--- config.mk ---
export PLATFORM = sky130hd
export DESIGN_NAME = mux_burst_sequencer
export DESIGN_NICKNAME = d
export VERILOG_FILES = /design/src/rtl/mux_burst_pkg.sv /design/src/rtl/mux_burst_acc.sv /design/src/rtl/mux_burst_sequencer.sv
export SDC_FILE = /design/constraint.sdc
export NUM_CORES = 1
export LEC_CHECK = 0
export ABC_CLOCK_PERIOD_IN_PS = 2300
export CAP_MARGIN = 20
export CORE_UTILIZATION = 49
export CTS_CLUSTER_SIZE = 20
export DETAILED_ROUTE_END_ITERATION = 10
export GPL_ROUTABILITY_DRIVEN = 0
export PLACE_DENSITY = 0.89
export SYNTH_ARGS = -nofsm -noshare
export SYNTH_HDL_FRONTEND = slang
export SYNTH_SLANG_ARGS = --single-unit
--- constraint.sdc ---
create_clock -name clk -period 2.3 [get_ports clk]
set_input_delay 0.23 -clock clk [delete_from_list [all_inputs] [get_ports clk]]
set_output_delay 0.23 -clock clk [all_outputs]
set_load 0.02 [all_outputs]
--- src/rtl/mux_burst_pkg.sv ---
// Shared types and constants for the mux burst sequencer.
// Optional parity output is enabled with the MUX_BURST_PARITY_EN macro.
package mux_burst_pkg;

  localparam int DATA_W = 8;
  localparam int SEL_W  = 2;

  // Select code that routes no input; the mux drives zero for it.
  localparam logic [SEL_W-1:0] SEL_NONE = 2'b11;

  typedef enum logic [1:0] {
    ST_IDLE = 2'b00,
    ST_RUN  = 2'b01,
    ST_DONE = 2'b10
  } state_e;

  function automatic logic sample_parity(input logic [DATA_W-1:0] sample);
    return ^sample;
  endfunction

endpackage

--- src/rtl/mux_burst_acc.sv ---
// Burst accumulator: wrapping sum, last sample and (MUX_BURST_PARITY_EN) running parity.
// clear has priority over en; both act on the rising edge.
module mux_burst_acc
  import mux_burst_pkg::*;
#(
  parameter int ACC_W = 12
) (
  input  logic              clk,
  input  logic              nReset,
  input  logic              clear,
  input  logic              en,
  input  logic [DATA_W-1:0] data,
`ifdef MUX_BURST_PARITY_EN
  output logic              parity,
`endif
  output logic [ACC_W-1:0]  sum,
  output logic [DATA_W-1:0] last
);

  logic [ACC_W-1:0]  sum_q,  sum_d;
  logic [DATA_W-1:0] last_q, last_d;

  // Next-value logic for the sum and last-sample registers.
  always_comb begin
    sum_d  = sum_q;
    last_d = last_q;
    if (clear) begin
      sum_d  = {ACC_W{1'b0}};
      last_d = {DATA_W{1'b0}};
    end else if (en) begin
      sum_d  = sum_q + ACC_W'(data);
      last_d = data;
    end else begin
      sum_d  = sum_q;
      last_d = last_q;
    end
  end

  always_ff @(posedge clk or negedge nReset) begin
    if (!nReset) begin
      sum_q  <= {ACC_W{1'b0}};
      last_q <= {DATA_W{1'b0}};
    end else begin
      sum_q  <= sum_d;
      last_q <= last_d;
    end
  end

  assign sum  = sum_q;
  assign last = last_q;

`ifdef MUX_BURST_PARITY_EN
  logic parity_q, parity_d;

  always_comb begin
    parity_d = parity_q;
    if (clear) begin
      parity_d = 1'b0;
    end else if (en) begin
      parity_d = parity_q ^ sample_parity(data);
    end else begin
      parity_d = parity_q;
    end
  end

  always_ff @(posedge clk or negedge nReset) begin
    if (!nReset) begin
      parity_q <= 1'b0;
    end else begin
      parity_q <= parity_d;
    end
  end

  assign parity = parity_q;
`endif

endmodule

--- src/rtl/mux_burst_sequencer.sv ---
// Command-driven burst controller around a combinational 3-input select mux.
// Define MUX_BURST_PARITY_EN to add the res_parity output.
module mux_burst_sequencer
  import mux_burst_pkg::*;
#(
  parameter int LEN_W = 8,
  parameter int ACC_W = 12
) (
  input  logic              clk,
  input  logic              nReset,
  input  logic              cmd_valid,
  output logic              cmd_ready,
  input  logic [SEL_W-1:0]  cmd_sel,
  input  logic [LEN_W-1:0]  cmd_len,
  output logic              mux_cs,
  output logic [SEL_W-1:0]  mux_sel,
  input  logic [DATA_W-1:0] mux_data,
  output logic              res_valid,
  input  logic              res_ready,
  output logic [ACC_W-1:0]  res_sum,
  output logic [DATA_W-1:0] res_last,
`ifdef MUX_BURST_PARITY_EN
  output logic              res_parity,
`endif
  output logic              busy
);

  state_e            state_q, state_d;
  logic [LEN_W-1:0]  cnt_q, cnt_d;
  logic              cs_q, cs_d;
  logic [SEL_W-1:0]  sel_q, sel_d;
  logic              rv_q, rv_d;
  logic              acc_clear_s;
  logic              acc_en_s;

  // Next-state, counter and mux-control decode.
  always_comb begin
    state_d     = state_q;
    cnt_d       = cnt_q;
    cs_d        = cs_q;
    sel_d       = sel_q;
    rv_d        = rv_q;
    acc_clear_s = 1'b0;
    acc_en_s    = 1'b0;
    case (state_q)
      ST_IDLE: begin
        if (cmd_valid) begin
          sel_d       = cmd_sel;
          acc_clear_s = 1'b1;
          if (cmd_len == {LEN_W{1'b0}}) begin
            cs_d    = 1'b0;
            rv_d    = 1'b1;
            state_d = ST_DONE;
          end else begin
            cnt_d   = cmd_len;
            cs_d    = 1'b1;
            state_d = ST_RUN;
          end
        end else begin
          cs_d = 1'b0;
        end
      end
      ST_RUN: begin
        acc_en_s = 1'b1;
        cnt_d    = cnt_q - LEN_W'(1);
        if (cnt_q == LEN_W'(1)) begin
          cs_d    = 1'b0;
          rv_d    = 1'b1;
          state_d = ST_DONE;
        end else begin
          cs_d = 1'b1;
        end
      end
      ST_DONE: begin
        if (res_ready) begin
          rv_d    = 1'b0;
          state_d = ST_IDLE;
        end else begin
          rv_d = 1'b1;
        end
      end
      default: begin
        state_d = ST_IDLE;
        cnt_d   = {LEN_W{1'b0}};
        cs_d    = 1'b0;
        rv_d    = 1'b0;
      end
    endcase
  end

  // Reset aborts any burst at once and drops the chip select.
  always_ff @(posedge clk or negedge nReset) begin
    if (!nReset) begin
      state_q <= ST_IDLE;
      cnt_q   <= {LEN_W{1'b0}};
      cs_q    <= 1'b0;
      sel_q   <= {SEL_W{1'b0}};
      rv_q    <= 1'b0;
    end else begin
      state_q <= state_d;
      cnt_q   <= cnt_d;
      cs_q    <= cs_d;
      sel_q   <= sel_d;
      rv_q    <= rv_d;
    end
  end

  mux_burst_acc #(
    .ACC_W (ACC_W)
  ) u_acc (
    .clk    (clk),
    .nReset (nReset),
    .clear  (acc_clear_s),
    .en     (acc_en_s),
    .data   (mux_data),
`ifdef MUX_BURST_PARITY_EN
    .parity (res_parity),
`endif
    .sum    (res_sum),
    .last   (res_last)
  );

  assign cmd_ready = (state_q == ST_IDLE);
  assign busy      = (state_q != ST_IDLE);
  assign mux_cs    = cs_q;
  assign mux_sel   = sel_q;
  assign res_valid = rv_q;

endmodule

After elaboration in Yosys (flattened, before gate mapping)
Index checks and enable logic that the tools add are counted.
- logic and storage cells: 50
- bits of input ports: 22
- flip-flop bits (word level): 34
- output and inout bits: 26
- equal/unequal tests: 8
- mux-type cells: 24
- reduce and logical (&&, ||, !) cells: 8
- bitwise gates (word level): 1
- add/sub/neg operators: 2
- operators with widths (kind ; count):
    two-way mux 8 bit ; 4
    two-way mux 12 bit ; 2
    one-hot mux 8 bit (3 select lines) ; 1
    adder 12 x 8 -> 12 bit ; 1
    two-way mux 1 bit ; 10
    AND reduction 3 bit ; 3
    equality test 8 x 1 -> 1 bit, second input constant ; 1
    zero test 8 bit ; 1
    two-way mux 2 bit ; 4
    != test 2 bit, second input constant ; 4
    subtractor 8 x 1 -> 8 bit, second input constant ; 1
    one-hot mux 1 bit (3 select lines) ; 2
    one-hot mux 2 bit (3 select lines) ; 1
    nonzero test 2 bit ; 2
    equality test 2 x 1 -> 1 bit, second input constant ; 1
    equality test 2 bit, second input constant ; 1
    zero test 2 bit ; 1
    != test 2 x 1 -> 1 bit, second input constant ; 1
    AND reduction 2 bit ; 1
    inverter 1 bit ; 1

Depth between registers and ports, before layout
- depth after elaboration: 4
- gate-level depth with buffers: 8
- mapped depth without buffers: 8

Cells and area by module
A second synthesis with hierarchy kept.
- cell total of the unflattened synthesis: 198
- area, all modules: 2095.8 sq um
- by module, submodules not included (module ; area each (sq um) ; cells each ; seq. area each (sq um) ; instances):
    mux_burst_acc ; 1187.4 ; 110 ; 500.5 ; 1
    mux_burst_sequencer ; 908.4 ; 88 ; 350.3 ; 1

Worst setup path after synthesis
Ideal clock, no wire load.
- kind: register -> register
- start: reg u_acc.sum_q[0] (netlist: u_acc.sum[0])
- end: reg u_acc.sum_q[10] (netlist: u_acc.sum[10])
- path buffers: 0
- setup time: 134 ps
- data required time: 2166 ps
- cell stages (with the launch flop): 9
- clock period less this slack: 1935 ps
- setup slack: 365 ps
- data arrival time: 1801 ps
- cells stage by stage: dfrtp_1 ha_1 inv_1 fa_1 nor2b_1 o2111ai_1 a21oi_1 o2111ai_1 mux2i_1
- word-level cells in the longest chain between the ends: 3
- ends and longest elaborated chain (what ; RTL line ; text):
    from (decl) ; mux_burst_acc.sv:20 ; logic [ACC_W-1:0] sum_q, sum_d;
    from (signal assigned) ; mux_burst_acc.sv:41 ; sum_q <= {ACC_W{1'b0}};
    from (signal assigned) ; mux_burst_acc.sv:44 ; sum_q <= sum_d;
    adder 12 x 8 -> 12 bit ; mux_burst_acc.sv:31 ; sum_d = sum_q + ACC_W'(data);
    two-way mux 12 bit ; mux_burst_acc.sv:30 ; end else if (en) begin
    two-way mux 12 bit ; mux_burst_acc.sv:27 ; if (clear) begin
Every way passes these cells. The select of a mux whose other input is x is not followed.
A chain may end at the register's enable or synchronous reset.

Worst setup path after layout
- start: reg state_q[0]
- end: out cmd_ready
- word-level cells in the longest chain between the ends: 1
- ends and longest elaborated chain (what ; RTL line ; text):
    from (decl) ; mux_burst_sequencer.sv:28 ; state_e state_q, state_d;
    from (signal assigned) ; mux_burst_sequencer.sv:100 ; state_q <= state_d;
    zero test 2 bit ; mux_burst_sequencer.sv:123 ; assign cmd_ready = (state_q == ST_IDLE);
    to (decl) ; mux_burst_sequencer.sv:12 ; output logic cmd_ready,
Every way passes these cells.

==> flow_summary.yaml <==
power:
  finalPower_mw: 3.420
  leakagePower_nw: 1.127
  pwr_density_cell_nw_per_um2: 1351
  power.ir.vdd_worst_mv: 0.8711
routing:
  avgRoutedWirePerCell_um: 14.68
  route.antenna.remaining_nets: 0
  drc: 0
  first_pass_iters: 4
  met2_wirelength_um: 1942
  route.vias.total: 1651
  top_layer: "met4"
  post_drt_via_cell_ratio: 5.616
  drt_iter0_markers: 108
  total_met3_wirelength_after_detailed_routing_um: 259
  detailed_route_wire_length_on_metal_1_um: 2035
  detail_route.wirelength_um: 4316
floorplanning:
  dieArea_um2: 4176
  floorplan.core_area_um2: 3716
  die_y_um: 64.63
  floorplan.die.width_um: 64.63
  boundaryPins: 48
  initial_core_util_pct: 51.72
  placement_rows: 22
synth:
  synth-xor-area-share_pct: 3.190
  post_synth_num_cell_types: 43
  yosys_warning_total: 0
  postSynthAreaPerCell_um2: 9.958
  synth-simple-area-share_pct: 15.17
  synth_seq_cells: 34
  register_area_share_after_synthesis_pct: 44.27
  synth.cell_area_um2: 1922
  dominant_combinational_cell_family_by_area_after_synthesis: "compound AO/OA/AOI/OAI gates"
  post_synth_net_total: 226
  synthMuxAreaShare_pct: 3.255
  post_synth_inst_count: 193
  synth_fa_ha_area_share_pct: 7.552
  fraction_of_the_mapped_netlist_area_in_compound_gates_pct: 22.59
sta:
  whs_ns: 0.3548
  slew_violations: 0
  rsz0062_at_grt: "false"
  totalNegativeSetupSlack_ns: 0
  timing.fmax_mhz: 497.2
  max-slew-margin-rel_pct: 71.72
  report.final.hold_viol_count: 0
  post-route-period-util_pct: 87.45
  post-route-worst-setup-slack_ns: 0.2886
  setup-violations-final: 0
  final_period_minus_worst_setup_slack_ns: 2.011
  fin_worst_skew_ns: 0.005693
  tightestPinTransition_ns: 0.4226
worst_setup_path:
  end_kind: "output pin"
  worst_ep_arrival_time_ns: 1.78
  startpoint: "state_q[0]$_DFFE_PN0P_"
  worst_ep_required_time_ns: 2.07
  worstPathCellList: "nor2_2 -> clkdlybuf4s50_1"
  slowest_stage: "clkdlybuf4s50_1"
  crit-reg2reg-launch: "u_acc.sum[0]$_DFFE_PN0P_"
  rr_endpoint: "u_acc.sum[10]$_DFFE_PN0P_"
  worst_setup_path_endpoint: "cmd_ready"
  slowest_delay_ns: 0.68
  crit_type: "reg -> out"
  r2r_slack_ns: 0.35
  setup.worst_path.start_class: "flip-flop"
  critPathMaxFanout: 11
  r2r.worst_path.cells: 8
global_route:
  grt_first_pass_wirelength_um: 7203
  grt_start_max_net_pins: 35
  initial_antenna_violation_count: 0
  grt_pass1_vias: 1590
  grt-ovfl-total: 0
  gr-usage-all-layers_pct: 22.54
layout:
  post_route_cells_drive_above_1_share_pct: 10.98
  ff_latch_area_um2: 850.8
  combined_area_of_the_multi_input_logic_cells_um2: 994.7
  antenna-diode-count: 0
  finalCoreUtilization_pct: 68.11
  finalInstanceArea_um2: 2531
  fin_nets: 278
  layout.filler_cells: 277
  final_cells: 294
  area_delta_synth_final_pct: 31.71
flow_run:
  max_cap_violations: 0
clock_network:
  tritoncts: "yes"
  cts.repair_timing.setup_buffer_count: 0
  post_cts_repair_resize_count: 0
  clkTransAtPathRegs_ns: 0.07
  clkLatencyLatePin_ns: 0.28
  cts.hold.buffers_added: 0
  cts_max_path_buffers: 2
  tritoncts.num_buffers: 5
  cts_root_buffer: "clkbuf_8"
  ctsHtreeMaxLevel: 2
  number_of_sinks_handled_by_clock_tree_synthesis: 34
outcome:
  outcome: "complete, no violations"
min_path:
  hold_path.class: "in -> async"
place:
  dp_worst_setup_slack_ns: 0.01993
  placedInstanceArea_um2: 2432
  port-buffer-count: 47
  place.detailed.hpwl_um: 3179
  placedCellCount: 285
-- cell usage after synthesis, drive strengths merged --
library cell / instances / area [µm²]
and3: 3 / 18.77
nand3b: 1 / 7.510
a211oi: 2 / 15.01
a221o: 1 / 10.01
a22oi: 2 / 15.01
o2111ai: 2 / 17.52
o21ai: 21 / 123.9
and2: 2 / 12.51
a32oi: 2 / 17.52
clkbuf: 2 / 7.510
or4: 2 / 22.52
and4: 1 / 8.760
a21o: 2 / 15.01
o31ai: 2 / 25.02
a22o: 8 / 70.07
nor3: 3 / 15.01
a221oi: 2 / 17.52
nand2b: 2 / 12.51
fa: 1 / 20.02
inv: 9 / 33.78
dfrtp: 34 / 850.8
buf: 4 / 35.03
o31a: 2 / 27.53
a21boi: 1 / 7.510
nor2: 14 / 62.56
mux2i: 4 / 40.04
nand2: 27 / 103.9
mux2: 2 / 22.52
nand3: 3 / 15.01
nor2b: 1 / 6.260
xor2: 2 / 17.52
o21bai: 2 / 15.01
nand4: 1 / 6.260
xnor2: 5 / 43.79
a21oi: 10 / 50.05
ha: 10 / 125.1
o21a: 1 / 7.510
-- cell usage in the layout, fill, tap and decap left out, types with 6 or more instances in the layout --
| cell | count |
|---|---|
| clkbuf_8 | 6 |
| ha_1 | 10 |
| a21oi_1 | 10 |
| inv_1 | 9 |
| o21ai_0 | 16 |
| clkdlybuf4s50_1 | 47 |
| a22o_1 | 8 |
| dfrtp_1 | 34 |
| nor2_1 | 12 |
| nand2_1 | 26 |
-- metal layers --
layer	global-route usage [%]	up-vias
li1	-	794
met1	31.02	780
met2	34.21	65
met3	5.634	12
met4	8.333	0
met5	0	-
-- kinds of logic (layout without fill, tap and decap cells) --
family          Yosys count  count (layout)
flops                    34              34
xor+xnor                  7               7
compound gates           60              60
fa+ha+maj                11              11
simple gates             60              60
mux                       6               6
buf+inv                  15              68
-- power breakdown --
group	internal, mW	switching [mW]
logic	0.869	1.03
clock network	0.242	0.208
registers	0.848	0.219
total	1.96	1.46
-- worst min-delay path by stage --
stage	startpoint	end	cells past startpoint	slack (ns)
2_1_floorplan	nReset	cnt_q[0]$_DFFE_PN0P_	0	-0.07
6_report	nReset	cnt_q[4]$_DFFE_PN0P_	2	0.35
4_1_cts	nReset	cnt_q[4]$_DFFE_PN0P_	2	0.37
3_3_place_gp	u_acc.last[1]$_DFFE_PN0P_	u_acc.last[1]$_DFFE_PN0P_	2	0.47
5_1_grt	nReset	u_acc.last[1]$_DFFE_PN0P_	2	0.39
3_5_place_dp	res_valid$_DFFE_PN0P_	res_valid$_DFFE_PN0P_	1	0.48
-- area by class of cell --
type / count / share of cell area [%]
inverters: 9 / 1.335
clock buffers: 7 / 3.411
repair buffers: 51 / 19.77
multi-input cells: 144 / 39.30
well taps: 48 / 2.373
flip-flops and latches: 34 / 33.61
clock inverters: 1 / 0.1977
-- critical path, delay by kind of cell (launching register included) --
kind / cells / cell delay [ns]
buffers and inverters: 1 / 0.68
AND/OR/NAND/NOR: 1 / 0.33
flip-flops: 1 / 0.50
-- sequential cells by signal, summed over array words and instances, names as in the netlist --
signal and flops:
u_acc.last 8, mux_cs 1, state_q 2, u_acc.sum 12
mux_sel 2, cnt_q 8, res_valid 1
Note: power is estimated with default switching activity, not from simulation.
